<file path="config.mk">
export PLATFORM = sky130hd
export DESIGN_NAME = hazard_scoreboard
export DESIGN_NICKNAME = d
export VERILOG_FILES = /design/src/rtl/hazard_pkg.sv /design/src/rtl/hz_muldiv_timer.sv /design/src/rtl/hazard_scoreboard.sv
export SDC_FILE = /design/constraint.sdc
export NUM_CORES = 1
export LEC_CHECK = 0
export BUFFER_PORTS_ARGS = -buffer_cell sky130_fd_sc_hd__buf_4
export CORE_UTILIZATION = 50
export DETAILED_ROUTE_END_ITERATION = 8
export GPL_TIMING_DRIVEN = 0
export PLACE_DENSITY = 0.8
export SYNTH_ARGS = -nofsm -noshare
export SYNTH_HDL_FRONTEND = slang
export SYNTH_SLANG_ARGS = --single-unit
</file>
<file path="constraint.sdc">
create_clock -name clk -period 1.8 [get_ports clk]
set_input_delay 0.09 -clock clk [delete_from_list [all_inputs] [get_ports clk]]
set_output_delay 0.09 -clock clk [all_outputs]
set_load 0.05 [all_outputs]
</file>
<file path="src/rtl/hazard_pkg.sv">
// Shared hazard-unit types and constants: register address width, forward-select encoding,
// MULDIV latency defaults and the forward-select width helper.
// No logic; latency and backpressure are defined by the modules that import it.
package hazard_pkg;

   localparam int A_W          = 5;
   localparam int FWD_REGFILE  = 0;
   localparam int MULT_LAT_DEF = 5;
   localparam int DIV_LAT_DEF  = 10;
   localparam int TW_DEF       = 2;

   // All-ones tuse means the operand is never read; tnew never reaches this value.
   localparam logic [TW_DEF-1:0] TUSE_NEVER = '1;

   typedef logic [A_W-1:0] reg_addr_t;

   // One code per tracked stage plus the regfile code.
   function automatic int fwd_sel_w(input int nstage);
      return $clog2(nstage + 1);
   endfunction

endpackage

</file>
<file path="src/rtl/hz_muldiv_timer.sv">
// MULDIV busy timer: loads DIV_LAT or MULT_LAT on start, counts down to zero.
// Latency: load visible the cycle after start; busy is a registered compare.
// Backpressure: none; a start while busy simply reloads.
module hz_muldiv_timer #(
   parameter int  MULT_LAT = 5,
   parameter int  DIV_LAT  = 10,
   localparam int MAX_LAT  = (MULT_LAT > DIV_LAT) ? MULT_LAT : DIV_LAT,
   localparam int CW       = $clog2(MAX_LAT + 1)
) (
   input  logic clk,
   input  logic reset,
   input  logic start,
   input  logic is_div,
   output logic busy
);

   logic [CW-1:0] cnt;

   // Load has priority so a start on the last busy cycle keeps busy high.
   always_ff @(posedge clk) begin
      if (reset) begin
         cnt <= '0;
      end else if (start) begin
         cnt <= is_div ? CW'(DIV_LAT) : CW'(MULT_LAT);
      end else if (cnt != '0) begin
         cnt <= cnt - 1'b1;
      end
   end

   assign busy = (cnt != '0);

endmodule

</file>
<file path="src/rtl/hazard_scoreboard.sv">
// ID-stage hazard unit: shift-register write scoreboard, stall, per-port forward selects, MULDIV busy.
// Latency: stall/fwd_sel are same-cycle combinational; scoreboard advances one stage per cycle.
// Backpressure: stall freezes PC/IF-ID and bubbles EX; HAZARD_STATS_EN builds the stall counter.
module hazard_scoreboard
   import hazard_pkg::*;
#(
   parameter int  NSTAGE   = 3,
   parameter int  NREAD    = 2,
   parameter int  TW       = TW_DEF,
   parameter int  MULT_LAT = MULT_LAT_DEF,
   parameter int  DIV_LAT  = DIV_LAT_DEF,
   localparam int SW       = fwd_sel_w(NSTAGE)
) (
   input  logic                  clk,
   input  logic                  reset,
   input  logic                  id_we,
   input  logic [A_W-1:0]        id_a3,
   input  logic [TW-1:0]         id_tnew,
   input  logic [A_W*NREAD-1:0]  id_rd_addr,
   input  logic [TW*NREAD-1:0]   id_tuse,
   input  logic                  id_md_type,
   input  logic                  ex_md_start,
   input  logic                  ex_md_div,
   output logic                  stall,
   output logic [SW*NREAD-1:0]   id_fwd_sel,
   output logic                  md_busy,
   output logic [31:0]           stall_cnt
);

   typedef struct packed {
      logic          valid;
      reg_addr_t     a3;
      logic [TW-1:0] tnew;
   } entry_t;

   entry_t            sb [NSTAGE];
   logic [NSTAGE-1:0] match [NREAD];
   logic [NREAD-1:0]  port_hz;
   logic              data_stall;
   logic              md_stall;

   // Stalled ID inserts a bubble; tnew counts down as the write moves toward WB.
   always_ff @(posedge clk) begin
      if (reset) begin
         for (int s = 0; s < NSTAGE; s++) begin
            sb[s] <= '0;
         end
      end else begin
         sb[0].valid <= id_we & ~stall & (id_a3 != '0);
         sb[0].a3    <= id_a3;
         sb[0].tnew  <= id_tnew;
         for (int s = 1; s < NSTAGE; s++) begin
            sb[s].valid <= sb[s-1].valid;
            sb[s].a3    <= sb[s-1].a3;
            sb[s].tnew  <= (sb[s-1].tnew != '0) ? sb[s-1].tnew - 1'b1 : '0;
         end
      end
   end

   for (genvar r = 0; r < NREAD; r++) begin : g_port
      logic [A_W-1:0] rd;
      logic [TW-1:0]  tuse;
      logic [SW-1:0]  sel;
      logic           hz;

      assign rd   = id_rd_addr[A_W*r +: A_W];
      assign tuse = id_tuse[TW*r +: TW];

      for (genvar s = 0; s < NSTAGE; s++) begin : g_stage
         assign match[r][s] = sb[s].valid && (sb[s].a3 == rd) && (rd != '0);
      end

      // Walk oldest to youngest so the nearest producer overwrites older ones.
      always_comb begin
         sel = SW'(FWD_REGFILE);
         hz  = 1'b0;
         for (int s = NSTAGE - 1; s >= 0; s--) begin
            if (match[r][s]) begin
               sel = SW'(s + 1);
               hz  = (tuse < sb[s].tnew);
            end
         end
      end

      assign id_fwd_sel[SW*r +: SW] = sel;
      assign port_hz[r]             = hz;
   end

   hz_muldiv_timer #(
      .MULT_LAT (MULT_LAT),
      .DIV_LAT  (DIV_LAT)
   ) u_md_timer (
      .clk    (clk),
      .reset  (reset),
      .start  (ex_md_start),
      .is_div (ex_md_div),
      .busy   (md_busy)
   );

   assign data_stall = |port_hz;
   assign md_stall   = id_md_type & (ex_md_start | md_busy);
   assign stall      = data_stall | md_stall;

`ifdef HAZARD_STATS_EN
   logic [31:0] stall_cnt_q;

   always_ff @(posedge clk) begin
      if (reset) begin
         stall_cnt_q <= '0;
      end else if (stall) begin
         stall_cnt_q <= stall_cnt_q + 32'd1;
      end
   end

   assign stall_cnt = stall_cnt_q;
`else
   assign stall_cnt = 32'd0;
`endif

endmodule

</file>
==> impl_metrics.py <==
metrics = {
    "status": {
        "outcome": "finished, violations left",
        "violations": "hold timing, setup timing",
    },
    "synthesis": {
        "ys_types": 35,
        "syn-cell-area_mm2": 0.001810,
        "synthArstFlopShare_pct": 0,
        "synth_area_per_cell_um2": 9.052,
        "ys_seq_area_share_pct": 30.96,
        "netlist_instances": 200,
        "yosys_warnings": 0,
        "ys_ff_latch": 28,
        "synth_edf_count": 0,
        "synthFlopType": "dfxtp_1",
    },
    "die": {
        "row_count": 21,
        "fp.dieArea_mm2": 0.003866,
        "start_util_pct": 53.41,
        "core_mm2": 0.003390,
        "pin_count": 65,
        "die_y_um": 62.18,
        "die_w_um": 62.18,
    },
    "sta": {
        "slew_viol_final": 0,
        "max_freq_mhz": 479.9,
        "worst_hold_slack_ns": -0.0002747,
        "min_period_over_period_pct": 115.8,
        "setup_violations": 5,
        "skew_ns": 0.01064,
        "fin_crit_ns": 2.084,
        "rsz0062_at_grt": "true",
        "setup_ws_ns": -0.2837,
        "final_hold_viol_count": 1,
    },
    "finish": {
        "final_util_pct": 76.41,
        "final_common_cell": "buf_4",
        "drive_gt1_share_pct": 41.79,
        "fin_cells": 326,
        "area_growth_pct": 43.05,
        "final_cell_mix": "64 x buf_4, 32 x conb_1, 19 x nor2b_1",
        "final_nets": 318,
        "antenna_cells": 0,
    },
    "detailed_routing": {
        "drtIter0Drc": 42,
        "dr.pass1.iters": 4,
        "wirelength_um": 3874,
        "wl_per_cell_um": 11.88,
        "route.vias.total": 1467,
        "drc": 0,
        "ant_nets": 0,
        "viasPerCell": 4.500,
    },
    "grt": {
        "gr-total-overflow": 0,
        "grt_max_degree": 16,
        "grt_usage_pct": 19.84,
        "grt_first_pass_wirelength_um": 5968,
        "grt_pass1_vias": 1389,
        "antenna_found_initial": 0,
    },
    "place": {
        "portBuffers": 29,
        "place_hpwl_um": 2820,
        "dp_slack_ns": -0.09866,
        "place_congestion": 0.8995,
        "dp.cells": 306,
    },
    "setup_path": {
        "startpoint_type": "flip-flop",
        "startpoint": "sb[1][5]",
        "slowest_delay_ns": 0.39,
        "reg2reg_from": "sb[2][5]",
        "arrival_ns": 1.99,
        "endpoint": "stall",
        "worst-r2r-setup-slack_ns": 0.15,
        "crit_chain": "xnor2_1 -> nand4_1 -> nor4_4 -> mux2i_1 -> o22a_2 -> nand2_2 -> buf_6",
        "critical_path_class": "reg2out",
        "r2r.worst_path.cells": 6,
        "cp.required_ns": 1.71,
        "regToRegEndpoint": "sb[0][7]",
        "crit_buf_inv": 1,
        "cpMaxStageDelayCell": "dfxtp_4",
        "crit_fanout": 3,
        "crit_path_end_kind": "primary output",
        "path_depth": 7,
        "cp_top_family": "simple AND/OR/NAND/NOR gates",
    },
    "pwr": {
        "powerDensity_mw_per_mm2": 598.8,
        "ir_drop_mv": 0.4643,
        "power_mw": 1.551,
        "power.leakage_nw": 1.155,
    },
    "cts": {
        "clk_latency_ns": 0.33,
        "htree_levels": 1,
        "cts_tree": "yes",
        "cts_buffers": 3,
        "clock_sinks": 28,
        "clockRootBuffer": "clkbuf_4",
        "ctsLongestPathBuffers": 2,
        "clk_pin_slew_ns": 0.15,
    },
    "job": {
        "drv_cap": 0,
    },
    "hold_path": {
        "hold_class": "in2reg",
    },
}
[sequential cells by signal, indices dropped and copies added (netlist names)]
name	cells
sb	24
u_md_timer.cnt	4
[metrics by stage]
stage / TNS, ns / instance area (um2)
global route: -1.247 / 2590
global placement: -0.03602 / 2205
floorplan: 0 / 1929
CTS: -0.4804 / 2441
detailed placement: -0.1346 / 2205
finish: -0.7544 / 2590
[cell families (layout without fill, tap and decap cells)]
logic type / count (synthesis) / after routing / synth area share [%]
AO/OA/AOI/OAI: 21 / 21 / 8.154
buffers and inverters: 47 / 96 / 16.45
XOR/XNOR: 33 / 33 / 15.96
AND/OR/NAND/NOR: 58 / 58 / 20.25
adder cells (fa/ha/maj): 10 / 10 / 6.911
multiplexers: 2 / 2 / 1.106
other: 1 / 32 / 0.2071
flip-flops: 28 / 28 / 30.96
[worst min path at each step]
| stage | from | to | slack [ns] | cells after the start |
|---|---|---|---|---|
| detailed placement | id_a3[0] | sb[0][2] | 0.31 | 2 |
| global placement | id_tnew[0] | sb[0][0] | 0.30 | 2 |
| CTS | ex_md_div | u_md_timer.cnt[1] | 0.003 | 3 |
| floorplan | id_tnew[0] | sb[0][0] | 0.22 | 1 |
| finish | ex_md_div | u_md_timer.cnt[1] | -0.0003 | 3 |
| global route | ex_md_div | u_md_timer.cnt[1] | 0.03 | 3 |
[layer usage]
metal | wire, um | up-vias | track usage (%)
li1 | - | 758 | -
met1 | 1636 | 659 | 24.15
met2 | 2018 | 44 | 34.75
met3 | 144 | 6 | 2.390
met4 | 74 | 0 | 9.012
met5 | 0 | - | 0
[report_power, final]
part | leakage (nW) | total, mW | switching (mW) | internal, mW
Sequential | 0.237 | 0.684 | 0.0310 | 0.653
Clock | 0.0210 | 0.305 | 0.181 | 0.124
Combinational | 0.897 | 0.562 | 0.338 | 0.225
Total | 1.15 | 1.55 | 0.550 | 1.00
[worst min-delay path: cells and delay by family]
kind,cells,cell delay [ns]
buffers and inverters,1,0.09
and+or+nand+nor,1,0.07
AOI/OAI and AO/OA,1,0.06
[cell usage after synthesis (4+ instances only)]
cell type  count  area, um2
nor3_1         5      25.02
nor2_1         7      26.28
xor2_1        10      87.58
nand4_1        6      37.54
dfxtp_1       28      560.5
a21oi_1        7      35.03
buf_4         32      240.2
inv_1         10      37.54
ha_1          10      125.1
nand2b_1       5      31.28
xnor2_1       23      201.4
nor2b_1       19      118.9
clkbuf_1       4      15.01
[area by class of cell]
| cell class | count | area (um2) |
|---|---|---|
| sequential | 28 | 586.8 |
| inverter | 10 | 37.54 |
| fill | 229 | 799.5 |
| tap | 46 | 57.56 |
| timing repair buffer | 45 | 377.9 |
| clock buffer | 4 | 36.28 |
| multi-input combinational | 156 | 1234 |
| buffer | 37 | 260.3 |
[timing repair]
| action | in CTS | in global routing |
|---|---|---|
| hold buffers | 7 | 0 |
| hold endpoints to repair | 7 | 0 |
| resized for setup | 28 | 22 |
| pin swaps | 6 | 14 |
| setup buffers | 2 | 7 |
| endpoints found under the setup margin | 6 | 5 |
(Power assumes the default switching activity.)
